**config.mk**
```make
export PLATFORM = sky130hd
export DESIGN_NAME = aes_block_loader
export DESIGN_NICKNAME = d
export VERILOG_FILES = /design/src/rtl/aes_pkg.sv /design/src/rtl/aes_byte_shreg.sv /design/src/rtl/aes_block_loader.sv
export SDC_FILE = /design/constraint.sdc
export NUM_CORES = 1
export LEC_CHECK = 0
export CAP_MARGIN = 20
export CORE_AREA = 2 2 231 233
export CTS_CLUSTER_DIAMETER = 120
export CTS_CLUSTER_SIZE = 28
export DETAILED_ROUTE_END_ITERATION = 8
export DIE_AREA = 0 0 233 235
export PLACE_DENSITY_LB_ADDON = 0.08
export SKIP_LAST_GASP = 1
export SYNTH_ARGS = -nofsm -noshare
export SYNTH_HDL_FRONTEND = slang
export SYNTH_SLANG_ARGS = --single-unit
export TNS_END_PERCENT = 100
```
**constraint.sdc**
```tcl
create_clock -name clk -period 1.8 [get_ports clk]
set_clock_uncertainty 0.05 [all_clocks]
set_input_delay 0.27 -clock clk [delete_from_list [all_inputs] [get_ports clk]]
set_output_delay 0.27 -clock clk [all_outputs]
set_load 0.05 [all_outputs]
```
**src/rtl/aes_pkg.sv**
```systemverilog
// Shared AES definitions: block geometry and loader phase encodings.
package aes_pkg;

  localparam int AES_BLOCK_BYTES = 16;
  localparam int AES_BLOCK_W     = 128;
  localparam int AES_BYTE_W      = 8;

  typedef enum logic [1:0] {
    PH_LOAD_KEY = 2'd0,
    PH_LOAD_PT  = 2'd1,
    PH_PRESENT  = 2'd2
  } phase_t;

endpackage

```
**src/rtl/aes_byte_shreg.sv**
```systemverilog
// 128-bit shift register taking one byte per enabled cycle; the newest byte lands in the
// low byte, so the first byte of a block ends up in [127:120].
module aes_byte_shreg
  import aes_pkg::*;
(
  input  logic                   clk,
  input  logic                   i_clr,
  input  logic                   i_en,
  input  logic [AES_BYTE_W-1:0]  i_byte,
  output logic [AES_BLOCK_W-1:0] o_q
);

  logic [AES_BLOCK_W-1:0] r_q;

  always_ff @(posedge clk) begin
    if (i_clr)
      r_q <= '0;
    else if (i_en)
      r_q <= {r_q[AES_BLOCK_W-AES_BYTE_W-1:0], i_byte};
  end

  assign o_q = r_q;

endmodule

```
**src/rtl/aes_block_loader.sv**
```systemverilog
// Assembles an AES-128 key and plaintext from a byte stream and presents them as
// committed registers, so the downstream core never sees a partially loaded block.
module aes_block_loader
  import aes_pkg::*;
(
  input  logic         clk,
  input  logic         rst,
  input  logic [7:0]   in_data,
  input  logic         in_valid,
  output logic         in_ready,
  input  logic         key_hold,
  output logic [127:0] out_key,
  output logic [127:0] out_plain_text,
  output logic         out_valid,
  input  logic         out_ready,
  output logic [1:0]   phase,
  output logic [3:0]   byte_cnt
);

  localparam logic [3:0] LAST_BYTE = 4'(AES_BLOCK_BYTES - 1);

  phase_t                 r_state;
  phase_t                 w_next;
  logic [3:0]             r_byte_cnt;
  logic [AES_BLOCK_W-1:0] r_out_key;
  logic [AES_BLOCK_W-1:0] r_out_pt;
  logic                   r_out_valid;
  logic [AES_BLOCK_W-1:0] w_key_q;
  logic [AES_BLOCK_W-1:0] w_pt_q;
  logic                   w_accept;
  logic                   w_last;
  logic                   w_hs;
  logic                   w_unused_pt_msb;

  assign in_ready = (r_state != PH_PRESENT);
  assign w_accept = in_valid && in_ready;
  assign w_last   = w_accept && (r_byte_cnt == LAST_BYTE);
  assign w_hs     = r_out_valid && out_ready;

  aes_byte_shreg u_key_sreg (
    .clk    (clk),
    .i_clr  (rst),
    .i_en   (w_accept && (r_state == PH_LOAD_KEY)),
    .i_byte (in_data),
    .o_q    (w_key_q)
  );

  aes_byte_shreg u_pt_sreg (
    .clk    (clk),
    .i_clr  (rst),
    .i_en   (w_accept && (r_state == PH_LOAD_PT)),
    .i_byte (in_data),
    .o_q    (w_pt_q)
  );

  // The commit folds the final byte in directly, so the top plaintext byte is shifted out.
  assign w_unused_pt_msb = ^w_pt_q[AES_BLOCK_W-1 -: AES_BYTE_W];

  always_ff @(posedge clk) begin
    if (rst) r_state <= PH_LOAD_KEY;
    else     r_state <= w_next;
  end

  always_comb begin
    w_next = r_state;
    case (r_state)
      PH_LOAD_KEY: if (w_last) w_next = PH_LOAD_PT;
      PH_LOAD_PT:  if (w_last) w_next = PH_PRESENT;
      PH_PRESENT:  if (w_hs)   w_next = key_hold ? PH_LOAD_PT : PH_LOAD_KEY;
      default:                 w_next = PH_LOAD_KEY;
    endcase
  end

  always_ff @(posedge clk) begin
    if (rst) begin
      r_byte_cnt  <= '0;
      r_out_key   <= '0;
      r_out_pt    <= '0;
      r_out_valid <= 1'b0;
    end else begin
      if (w_accept)
        r_byte_cnt <= w_last ? 4'd0 : r_byte_cnt + 4'd1;
      // With key_hold the key register was not reloaded, so the old key is recommitted.
      if ((r_state == PH_LOAD_PT) && w_last) begin
        r_out_key   <= w_key_q;
        r_out_pt    <= {w_pt_q[AES_BLOCK_W-AES_BYTE_W-1:0], in_data};
        r_out_valid <= 1'b1;
      end else if (w_hs) begin
        r_out_valid <= 1'b0;
      end
    end
  end

  assign out_key        = r_out_key;
  assign out_plain_text = r_out_pt;
  assign out_valid      = r_out_valid;
  assign phase          = r_state;
  assign byte_cnt       = r_byte_cnt;

endmodule

```
==> summary.txt <==
Placed design
  – Final HPWL DP: 35500 um
  – Port bufs: 276
  – GP Congestion: 0.769
  – Dpl ws: -332 ps

Synthesis
  – Most frequent cell after synthesis: dfxtp_1
  – Synth top area share: 0.521
  – Area leader, netlist: dfxtp_1
  – Average cell area after synthesis: 7.73 um2
  – Netlist cell types: 29
  – Sequential share of the synthesized area: 0.521
  – Post-Syn Area: 19600 um2
  – Synthesized Nets: 2554
  – Most frequent cells after synthesis: 511 x dfxtp_1, 508 x a21oi_1, 499 x nand2_1
  – Syn. warnings: 0
  – Top FF cell, synth: dfxtp_1
  – Synth Register Bits: 511
  – Async set or reset register ratio after synthesis: 0
  – Post-synth EDFFs: 0
  – Synth Instances: 2540
  – Synth area leaders: dfxtp_1 52%, a21oi_1 13%, nand2_1 9.5%, or3_1 8.2%, o21ai_0 6.6%

Worst setup path
  – Startpoint Class: register
  – CP Data Arrival Time: 1510 ps
  – Worst endpoint required time: 1480 ps
  – Worst path max stage delay: 530 ps
  – Slowest CP cell: clkdlybuf4s15_1
  – Worst path buffer plus inverter count: 1
  – Setup crit end kind: output port
  – CP Max Fanout: 2
  – CP Class: reg2out
  – Top Family by Delay on Critical Path: buffers and inverters
  – Cells along the critical path: clkdlybuf4s15_1

CTS
  – Clk sinks: 511
  – Root buffer cell: clkbuf_16
  – Clock input transition at the sequential cells of the worst setup and hold paths: 110 ps
  – CTS tree: built
  – CTS Buf Count: 22
  – CTS HTree Levels: 1
  – Clk_lat worst skew: 600 ps
  – Clock buffer depth: 3

Run status
  – Failing checks: negative setup slack
  – Status: finished, violations left

Timing
  – Post-route setup slack: -29.7 ps
  – Final setup fails: 1
  – Final number of max-transition violations: 0
  – Final min period: 1830 ps
  – F_max: 547 MHz
  – Final period utilization: 1.02
  – Slew of the pin with the lowest slew margin: 497 ps
  – RSZ-0062 raised after global routing: yes
  – Relative slew slack: 0.670
  – Fin. Hold Viols: 0

Power
  – Internal: 0.0138 W
  – PwrDens: 732 nW/um2
  – Seq pwr share: 0.638
  – Comb pwr share: 0.030
  – Clk pwr share: 0.332
  – P_leak: 8.07 nW
  – Total net switching power: 0.00403 W
  – Max IR drop VDD: 618 uV
  – Switching portion of total power: 0.227

Final layout
  – Layout cells sized above 1: 0.157
  – Number of diodes: 0
  – Area Overhead vs Synth: 23.8%
  – Util after Layout: 0.465
  – Nets: 2760

Job
  – Max Cap Viol: 0

Routing
  – DR vias/cell: 4.93
  – Routed WL: 55100 um
  – Avg WL per Cell: 16.0 um
  – Routed Antenna Nets: 0
  – TritonRoute pass-1 iters: 4
  – Routed via count: 16935
  – DRC violations left: 0
  – Initial DRC count: 1052

Floorplan
  – Die width: 233 um
  – Core Area: 52200 um2
  – Die Span Y: 235 um
  – Initial Util: 0.376
  – Die area: 54800 um2
  – # IOs: 277
  – Number of placement rows: 84

Global routing
  – GRT met2 Usage: 0.296
  – Global route overflow: 0
  – GR peak layer: met2
  – M1 GR Usage: 0.275
  – Met3 Use GR: 0.0254
  – Vias in the first global route: 15616
  – First-pass GRT wire length: 84800 um
  – Initial antenna violation count: 2
  – Gr usage total: 0.187
  – Largest net degree at the start of global routing: 103

Min path
  – Hold Crit Class: in2reg
[through the flow]
stage / TNS, ps / cell area, um2 / hold slack, ps / cells / total power (W)
6_report: -29.7 / 24300 / 290 / 3435 / 0.0178
5_1_grt: -99.1 / 24300 / 291 / 3435 / 0.0185
4_1_cts: -105 / 23900 / 249 / 3414 / 0.0181
3_5_place_dp: -98970 / 23100 / 398 / 3381 / 0.0121
3_3_place_gp: -90620 / 23100 / 395 / 3381 / 0.0121
2_1_floorplan: 0 / 19600 / 356 / 2540 / 0.0119
[path summary, 6_finish.rpt]
kind	start	end	slack [ps]	depth (start not counted)
max reg2reg	byte_cnt[0]	out_key[18]	40	7
min	in_data[3]	u_pt_sreg.o_q[3]	290	3
min reg2reg	u_pt_sreg.o_q[109]	u_pt_sreg.o_q[117]	400	2
max	out_key[41]	out_key[41]	-30	1
[flip-flops by register name (all words and copies together), names as in the netlist]
signal	flops
out_key	128
out_plain_text	128
u_key_sreg.o_q	128
u_pt_sreg.o_q	120
byte_cnt	4
phase	2
out_valid	1
[metal layers]
layer / wire length, um / part of all wire
met4: 513 / 0.0093
met2: 25100 / 0.46
met3: 2340 / 0.042
met5: 29 / 0.00053
met1: 27000 / 0.49
[power by group through the flow]
| stage | clock network, W | logic [W] | registers [W] |
|---|---|---|---|
| floorplan | 0 | 0.000275 | 0.0116 |
| global placement | 0 | 0.000534 | 0.0116 |
| detailed placement | 0 | 0.000536 | 0.0116 |
| CTS | 0.00621 | 0.000540 | 0.0113 |
| global route | 0.00656 | 0.000587 | 0.0114 |
| finish | 0.00591 | 0.000537 | 0.0113 |
[cell families (layout without fill, tap and decap cells)]
family | count (synthesis) | in the layout | synth area share
AO/OA/AOI/OAI | 768 | 768 | 0.196
adder cells (fa/ha/maj) | 1 | 1 | 0.000638
buffers and inverters | 483 | 690 | 0.0964
flip-flops | 511 | 511 | 0.521
multiplexers | 1 | 1 | 0.000574
AND/OR/NAND/NOR | 776 | 776 | 0.185
[final cells by class]
type                    instances  area (um2)
inverters                     258         971
clock buffers                  23         554
clock inverters                 2        46.3
well taps                     688         861
repair buffers                407        3970
fillers                      5253       27900
flip-flops and latches        511       10200
multi-input cells            1546        7640
[layout by cell type, fill, tap and decap left out, types with 32 or more instances in the layout]
cell | netlist | routed
buf_4 | 0 | 264
clkbuf_16 | 0 | 32
a21oi_1 | 508 | 493
buf_12 | 0 | 36
o21ai_0 | 259 | 258
inv_1 | 258 | 257
dfxtp_1 | 511 | 505
or3_1 | 257 | 249
nand2_1 | 499 | 499
[timing repair]
| item | in CTS | in global routing |
|---|---|---|
| endpoints found under the setup margin | 79 | 115 |
| buffers inserted | 6 | 11 |
| gates cloned | 2 | 10 |
| pin swaps | 0 | 1 |
| resized for setup | 145 | 81 |
| hold buffers | 1 | 0 |
| endpoints found under the hold margin | 22 | 0 |
Power figures use the tool's default switching activity.
